$ cat src/rtl/regfile_scoreboard.sv
// Register file with two combinational read ports, one write port with
// same-cycle bypass, and a saturating per-register pending-write scoreboard.
module regfile_scoreboard #(
  parameter int WIDTH = 16,
  parameter int AW    = 3,
  parameter int CW    = 2
) (
  input  logic             clk,
  input  logic             reset,
  input  logic             wr_en,
  input  logic [AW-1:0]    wr_addr,
  input  logic [WIDTH-1:0] wr_data,
  input  logic             claim_en,
  input  logic [AW-1:0]    claim_addr,
  output logic             claim_stall,
  input  logic [AW-1:0]    rd_addr0,
  output logic [WIDTH-1:0] rd_data0,
  output logic             rd_busy0,
  input  logic [AW-1:0]    rd_addr1,
  output logic [WIDTH-1:0] rd_data1,
  output logic             rd_busy1,
  output logic             err_underflow
);

  localparam int NREGS = 2 ** AW;
  localparam logic [CW-1:0] CNT_MAX = '1;

  logic [NREGS-1:0][WIDTH-1:0] regs;
  logic [NREGS-1:0][CW-1:0]    cnt;
  logic [NREGS-1:0]            wr_hit;
  logic [NREGS-1:0]            claim_hit;
  logic [NREGS-1:0]            uf_evt;
  logic                        claim_ok;

  // A retiring write to the claimed register frees a slot in the same cycle.
  always_comb begin
    claim_stall = claim_en && (cnt[claim_addr] == CNT_MAX) &&
                  !(wr_en && (wr_addr == claim_addr));
    claim_ok    = claim_en && !claim_stall;
  end

  for (genvar i = 0; i < NREGS; i++) begin : g_reg
    assign wr_hit[i]    = wr_en && (wr_addr == AW'(i));
    assign claim_hit[i] = claim_ok && (claim_addr == AW'(i));
    assign uf_evt[i]    = wr_hit[i] && !claim_hit[i] && (cnt[i] == '0);

    always_ff @(posedge clk) begin
      if (reset) begin
        regs[i] <= '0;
        cnt[i]  <= '0;
      end else begin
        if (wr_hit[i]) regs[i] <= wr_data;
        case ({claim_hit[i], wr_hit[i]})
          2'b10:   if (cnt[i] != CNT_MAX) cnt[i] <= cnt[i] + CW'(1);
          2'b01:   if (cnt[i] != '0)      cnt[i] <= cnt[i] - CW'(1);
          default: cnt[i] <= cnt[i];
        endcase
      end
    end
  end

  // Busy reflects the count after this cycle's retirement; claims do not count yet.
  function automatic logic busy_of(input logic [CW-1:0] c, input logic retiring);
    return retiring ? (c > CW'(1)) : (c != '0);
  endfunction

  always_comb begin
    rd_data0 = (wr_en && (wr_addr == rd_addr0)) ? wr_data : regs[rd_addr0];
    rd_data1 = (wr_en && (wr_addr == rd_addr1)) ? wr_data : regs[rd_addr1];
    rd_busy0 = busy_of(cnt[rd_addr0], wr_en && (wr_addr == rd_addr0));
    rd_busy1 = busy_of(cnt[rd_addr1], wr_en && (wr_addr == rd_addr1));
  end

  always_ff @(posedge clk) begin
    if (reset)        err_underflow <= 1'b0;
    else if (|uf_evt) err_underflow <= 1'b1;
  end

endmodule

$ cat config.mk
export PLATFORM = sky130hd
export DESIGN_NAME = regfile_scoreboard
export DESIGN_NICKNAME = d
export VERILOG_FILES = /design/src/rtl/regfile_scoreboard.sv
export SDC_FILE = /design/constraint.sdc
export NUM_CORES = 1
export LEC_CHECK = 0
export CORE_UTILIZATION = 50
export DETAILED_ROUTE_END_ITERATION = 7
export PLACE_DENSITY = 0.77
export RECOVER_POWER = 50
export SETUP_SLACK_MARGIN = 0.05
export SKIP_LAST_GASP = 1
export SYNTH_ARGS = -nofsm -noshare
export SYNTH_HDL_FRONTEND = slang
export SYNTH_SLANG_ARGS = --single-unit
$ cat constraint.sdc
create_clock -name clk -period 6.5 [get_ports clk]
set_input_delay 0.65 -clock clk [delete_from_list [all_inputs] [get_ports clk]]
set_output_delay 0.65 -clock clk [all_outputs]
set_load 0.01 [all_outputs]
### Word level (Yosys, flattened, before mapping)

Index checks and enable logic that the tools add are counted.

| cells by class | value |
|---|---|
| add/subtract/negate cells | 16 |
| magnitude comparators | 5 |
| eq/ne operators | 58 |
| multiplexer cells | 38 |
| reduce and logical (&&, ||, !) cells | 85 |

Operator list:

| cell | count |
|---|---|
| binary-select mux 16 bit (select 3 bit) | 2 |
| two-way mux 16 bit | 4 |
| != test 2 bit, second input constant | 24 |
| logical AND 1 bit | 38 |
| two-way mux 2 bit | 19 |
| nonzero test 2 bit | 18 |
| case mux 2 bit (2 select lines) | 8 |
| == test 3 bit, second input constant | 8 |
| AND reduction 3 bit | 8 |
| binary-select mux 2 bit (select 3 bit) | 3 |
| == test 2 bit, second input constant | 9 |
| adder 2 x 1 -> 2 bit, second input constant | 8 |
| == test 2 x 1 -> 1 bit, second input constant | 8 |
| logical NOT 2 bit | 8 |
| subtractor 2 x 1 -> 2 bit, second input constant | 8 |
| == test 3 x 2 -> 1 bit, second input constant | 4 |
| < comparator 3 x 4 -> 1 bit, second input constant | 3 |
| logical NOT 1 bit | 10 |
| == test 3 bit | 3 |
| OR reduction 8 bit | 1 |
| == test 3 x 1 -> 1 bit, second input constant | 2 |
| logical NOT 3 bit | 2 |
| greater-than comparator 2 x 1 -> 1 bit, second input constant | 2 |
| two-way mux 1 bit | 2 |

| word-level totals | value |
|---|---|
| bits in registers | 145 |
| input bits | 32 |
| output and inout bits | 36 |
| logic and storage cells | 219 |

### Longest topological paths before layout

Gate-level depths: netlist of run 1.

| depth | value |
|---|---|
| word-level depth | 12 |
| depth in mapped cells | 12 |
| gate-level depth less buffers | 10 |

### Least setup slack after synthesis of run 1

No wires, ideal clock.

| timing path | value |
|---|---|
| kind | input-to-reg |
| start | input wr_addr[2] |
| end | register err_underflow |
| library setup time | 0.132 ns |
| arrival time | 2.615 ns |
| required time | 6.368 ns |
| path slack | 3.754 ns |
| stages on the path | 12 |
| buffers on the path | 2 |
| path through | buf_2 -> xnor2_1 -> and4_1 -> buf_2 -> nor2_2 -> or3_1 -> ha_1 -> nor2b_1 -> nand2b_1 -> o311ai_0 -> a2111oi_0 -> a31oi_1 |

| between the ends | value |
|---|---|
| longest elaborated chain between the ends | 11 |

RTL lines:

| what | line | text |
|---|---|---|
| start: declaration | 11 | `input logic [AW-1:0] wr_addr,` |
| == test 3 bit | 38 | `!(wr_en && (wr_addr == claim_addr));` |
| logical AND 1 bit | 38 |  |
| logical NOT 1 bit | 38 |  |
| logical AND 1 bit | 37 | `claim_stall = claim_en && (cnt[claim_addr] == CNT_MAX) &&` |
| logical NOT 1 bit | 39 | `claim_ok = claim_en && !claim_stall;` |
| logical AND 1 bit | 39 |  |
| logical AND 1 bit | 44 | `assign claim_hit[i] = claim_ok && (claim_addr == AW'(i));` |
| logical NOT 1 bit | 45 | `assign uf_evt[i] = wr_hit[i] && !claim_hit[i] && (cnt[i] == '0);` |
| logical AND 1 bit (2 in a row) | 45 |  |
| OR reduction 8 bit * | 76 | `else if (\|uf_evt) err_underflow <= 1'b1;` |
| end signal: assignment | 75 | `if (reset) err_underflow <= 1'b0;` |
| end signal: assignment | 76 |  |
| end: declaration | 22 | `output logic err_underflow` |

Mark *: on every way between the ends. The rest lies on a longest branch, timed or not.
A chain may end at the register's enable or synchronous reset.

### Worst setup path after layout of run 1

| timing path | value |
|---|---|
| start | input wr_addr[1] |
| end | register err_underflow |

The elaborated chain is that of the path after synthesis.

==> results of run 1 <==
layout make-up:
cell class | instances | area [um^2]
tap | 216 | 270
multi-input combinational | 718 | 4870
clock buffer | 18 | 429
inverter | 7 | 26.3
timing repair buffer | 81 | 746
clock inverter | 14 | 236
fill | 1380 | 6470
sequential | 145 | 2900
cells in the final DEF (no fill, tap or decap), types with 6 or more instances in the layout:
master	Yosys	layout
buf_4	5	13
nand2b_1	10	10
clkdlybuf4s50_1	0	58
bufinv_16	0	6
xnor2_1	9	9
o21ai_0	8	8
nand3_1	6	6
dfxtp_1	145	145
mux2i_1	32	32
mux4_2	71	71
nand2_1	279	279
a21oi_1	175	175
nor3_1	9	8
nor2_1	55	55
clkbuf_16	0	17
a211oi_1	6	6
nor2b_1	6	6
power by group through the flow:
stage	clock, uW	combinational (uW)	sequential, uW
2_1_floorplan	0	174	939
3_3_place_gp	0	258	943
4_1_cts	1120	264	924
5_1_grt	1170	282	927
3_5_place_dp	0	262	944
6_report	1110	264	925
worst register-to-register path, cell delays in order (launching register included):
cell and delay [ps]:
dfxtp_1 470, nand2_1 160, mux4_2 530, o21ai_1 300, or2_2 190, inv_1 40
ha_1 320, nor2_1 180, nor2_1 60, a2111oi_0 350
logic make-up (layout without fill, tap and decap cells):
| kind of cell | after synthesis | after routing | share of synthesized area, % |
|---|---|---|---|
| compound gates | 209 | 209 | 14.0 |
| xor+xnor | 9 | 9 | 0.965 |
| fa+ha+maj | 4 | 4 | 0.612 |
| buf+inv | 91 | 120 | 4.79 |
| flops | 145 | 145 | 35.5 |
| mux | 107 | 107 | 24.6 |
| simple gates | 389 | 389 | 19.6 |
sequential cells by signal, summed over array words and instances (netlist names):
name           count
cnt               16
regs             128
err_underflow      1
worst max-delay path by stage:
stage	from	endpoint	slack, ps
floorplan	wr_addr[2]	err_underflow$_SDFFE_PP0P_	3750
global placement	wr_addr[0]	err_underflow$_SDFFE_PP0P_	2360
detailed placement	wr_addr[0]	err_underflow$_SDFFE_PP0P_	2210
CTS	wr_addr[1]	rd_data0[5]	2350
global route	wr_addr[0]	err_underflow$_SDFFE_PP0P_	1840
finish	wr_addr[1]	err_underflow$_SDFFE_PP0P_	1940
per-stage QoR:
stage / cell area [um^2] / total power [uW] / util (%) / instances / setup slack (ps)
2_1_floorplan: 8170 / 1110 / - / 954 / 3750
3_3_place_gp: 8840 / 1200 / 55.4 / 1167 / 2360
3_5_place_dp: 8840 / 1210 / 55.4 / 1167 / 2210
4_1_cts: 9500 / 2310 / 59.6 / 1199 / 2350
5_1_grt: 9480 / 2380 / 59.4 / 1199 / 1840
6_report: 9480 / 2300 / 59.4 / 1199 / 1940
routing by layer:
metal  share of wire (%)  global-route usage, %  wire (um)
met1                  40                   36.7       9510
met2                  49                   48.3      11600
met3                 7.1                   5.66       1690
met4                 3.3                   14.6        785
met5                   0                      0          0
==> out/qor.csv, run 1 <==
metric,value,unit
status,"complete, no violations",
yosysTopAreaCellShare,35.5,%
yosysTopAreaCell,dfxtp_1,
netlist_area,0.00817,mm^2
hold_class,flop to flop,
via_per_inst,6.08,
dpl.hpwl,14200,um
ant_nets,0,
r2r_end,cnt[5]$_SDFFE_PP0P_,
clock_path_buffers,2,
rsz0062_at_grt,no,
crit_type,primary input to flop,
first_global_vias,6995,
cp.depth,10,
drt_pass1_iterations,5,
cts_tree,built,
postSynthNetCount,990,
ys.flop_type,dfxtp_1,
syn_avg_cell_area,8.57,um^2
worstPathArrival,4850,ps
worst_pin_slew,1260,ps
core_area,0.0159,mm^2
crit_chain,"dlygate4sd3_1, nor2b_1, nand2_1, clkbuf_1, clkinv_1, ha_1, a21oi_1, o311ai_0, a2111oi_0, a31oi_1",
combPwrFrac,11.5,%
pin_count,68,
clockRootBuffer,clkbuf_16,
ys_ff_latch,145,
synthTopCellsByArea,"dfxtp_1 (36%), mux4_2 (20%), nand2_1 (13%)",
gr-total-overflow,0,
synth_commonest_cells,"nand2_1 (279), a21oi_1 (175), dfxtp_1 (145), mux4_2 (71), nor2_1 (55)",
wire_per_inst,19.7,um
antenna_found_initial,0,
path_buf_inv,3,
hold_viol,0,
p_int,1740,uW
cts_hold_buf,0,
skew,7.69,ps
yosysSeqAreaShare,35.5,%
clkTransAtPathRegs,60,ps
yosys_warnings,0,
max_clock_freq,219,MHz
die_height,130,um
hold_depth,2,
syn2layout_area_growth,16.0,%
reg2reg_from,cnt[4]$_SDFFE_PP0P_,
rrSetupSlack,3790,ps
gp_congestion,0.877,
p_sw_share,24.3,%
p_seq_share,40.2,%
ir_drop,0.199,mV
cp.required,6790,ps
syn_inst,954,
cts.htree.levels,4,
cts_post_setup_buffers_inserted,0,
initial_core_util,51.3,%
drtIter0Drc,779,
grtUsageTotal,29.2,%
p_clk_share,48.3,%
final_max_slew_viol_count,0,
synth.most_common_cell,nand2_1,
dieArea,0.0169,mm^2
synth_cell_types,51,
holdWs,466,ps
min_period,4560,ps
finalNetCount,1006,
slew_headroom,15.6,%
synth_edf_count,0,
numPortBuffers,67,
insertedDiodeCount,0,
drive_gt1_share,13.4,%
reg2regPathDepth,9,
layout_worst_path_cycle_share,70.1,%
path_max_fanout,18,
clock_latency,420,ps
vias,7288,
synthArstFlopShare,0,%
grt_pass1_wl,36900,um
p_leak,0.00321,uW
min_from,regs[26]$_SDFFE_PP0P_,
p_per_area,243,mW/mm^2
critPathLaunchType,primary input,
p_switching,560,uW
critical_path.top_delay_family,buffers and inverters,
ctsResizeCount,0,
crit_slowest_cell,clkinv_1,
drv_cap,0,
clock_sinks,145,
drc,0,
rows,46,
end_kind,flop,
setup_viol,0,
wl,23600,um
die_w,130,um
finalSetupTns,0,ps
numCtsBuffers,17,
min_to,regs[26]$_SDFFE_PP0P_,
grt_max_degree,112,
slowest_delay,900,ps
Power figures use the tool's default switching activity.
==> run 2, diff against run 1 <==
==> constraint.sdc (replaced) <==
create_clock -name clk -period 4.7 [get_ports clk]
set_input_delay 0.47 -clock clk [delete_from_list [all_inputs] [get_ports clk]]
set_output_delay 0.47 -clock clk [all_outputs]
set_load 0.01 [all_outputs]
==> run 2 against run 1 <==
Clock-buffer cell count is 3 higher; hold slack improved by 1.3 ps; global-route usage rose by 0.59 points; wire length is 1.1% higher; flip-flop and latch count unchanged; sequential share of layout area about the same; sequential power up 38%; utilization decreased by 0.094 points; first-iteration DRC count increased by 8.9%; cell count rose by 0.58%; final area decreased by 0.16%.
==> out/qor.csv, run 2 (synthesis gave the netlist of run 1 again) <==
metric,value,unit
top_regs,"regs: 128 flops, cnt: 16 flops, err_underflow: 1 flops",
ir_drop,0.282,mV
die_height,130,um
path_buf_inv,3,
cts_post_setup_buffers_inserted,0,
cp.depth,10,
multiInputGateArea,0.00488,mm^2
dieArea,0.0169,mm^2
grt_max_degree,101,
mostFrequentLayoutCell,nand2_1,
gp_congestion,0.861,
drive_gt1_share,13.6,%
clock_latency,430,ps
hold_depth,2,
hold_viol,0,
syn2layout_area_growth,15.8,%
fillers,1425,
cts_hold_buf,0,
worstPathArrival,4260,ps
status,"complete, no violations",
drv_cap,0,
cts_tree,built,
most-common-layout-cells,"nand2_1 (279), a21oi_1 (175), dfxtp_1 (145)",
drc,0,
crit_type,primary input to flop,
wire_per_inst,19.8,um
core_area,0.0159,mm^2
numCtsBuffers,17,
crit_slowest_cell,dlygate4sd3_1,
wl,23900,um
rows,46,
grt_pass1_wl,37500,um
die_w,130,um
holdWs,467,ps
top_register,regs,
drt_pass1_iterations,5,
clock_sinks,145,
drtIter0Drc,848,
crit_chain,"dlygate4sd3_1, nor2b_1, nand2_1, clkbuf_1, clkinv_1, ha_1, a21oi_1, o311ai_0, a2111oi_0, a31oi_1",
pin_count,68,
finalSetupTns,0,ps
reg2regPathDepth,9,
finalNetCount,1013,
ant_nets,0,
skew,4.79,ps
layout_worst_path_cycle_share,85.1,%
clkTransAtPathRegs,60,ps
ctsResizeCount,0,
grtUsageTotal,29.8,%
final_max_slew_viol_count,0,
insertedDiodeCount,0,
first_global_vias,6958,
clockRootBuffer,clkbuf_16,
numPortBuffers,67,
post_dp_cell_area,0.00889,mm^2
setup_viol,0,
antenna_found_initial,0,
slew_headroom,10.3,%
vias,7402,
worst_pin_slew,1340,ps
clock_path_buffers,2,
cp.required,4960,ps
dpl.hpwl,14300,um
critical_path.top_delay_family,buffers and inverters,
cts.htree.levels,4,
post-route-util,59.3,%
end_kind,flop,
p_leak,0.00318,uW
initial_core_util,51.3,%
via_per_inst,6.14,
gr-total-overflow,0,
postLayoutCellArea,0.00946,mm^2
max_clock_freq,250,MHz
path_max_fanout,18,
regArea,0.00290,mm^2
p_per_area,320,mW/mm^2
min_period,4000,ps
dpl_worst_slack,752,ps
setup_ws,703,ps
rsz0062_at_grt,no,
slowest_delay,850,ps
largest_reg_flops,128,
hold_class,flop to flop,
critPathLaunchType,primary input,
[run 2: per-stage QoR]
| stage | total power [uW] | std cells |
|---|---|---|
| after global placement | 1670 | 1174 |
| after detailed placement | 1670 | 1174 |
| after global routing | 3110 | 1206 |
| after floorplan | 1540 | 954 |
| after CTS | 3030 | 1206 |
| final | 3030 | 1206 |
[run 2: worst paths after layout]
check                        start                         end  slack, ps
max                     wr_addr[0]  err_underflow$_SDFFE_PP0P_        700
min          regs[99]$_SDFFE_PP0P_       regs[99]$_SDFFE_PP0P_        470
max reg2reg    cnt[7]$_SDFFE_PP0P_         cnt[5]$_SDFFE_PP0P_       2060
min reg2reg  regs[99]$_SDFFE_PP0P_       regs[99]$_SDFFE_PP0P_        470
[run 2: cell type report]
class	instances	share of cell area [%]
clock buffers	21	4.97
clock inverters	11	1.35
inverters	7	0.278
multi-input cells	718	51.6
flip-flops and latches	145	30.7
well taps	216	2.86
repair buffers	88	8.28
[run 2: per-layer routing]
metal | up-vias | GRT usage [%] | routed length (um)
met5 | - | 0 | 0
met4 | 0 | 10.8 | 467
met3 | 45 | 5.62 | 1810
met2 | 353 | 50.1 | 11800
met1 | 3603 | 38.4 | 9790
li1 | 3401 | - | -
[run 2: power breakdown]
part           internal [uW]  leakage (uW)  switching [uW]
sequential              1260       0.00117            22.1
clock                    826      0.000274             555
combinational            158       0.00173             212
total                   2240       0.00318             790
[run 2: worst reg2reg max path: cells and delay by family, from the launching register on]
kind	cells	cell delay, ps
multiplexers	1	530
adder cells (fa/ha/maj)	1	320
AO/OA/AOI/OAI	2	620
buffers and inverters	1	60
flip-flops	1	480
AND/OR/NAND/NOR	4	510
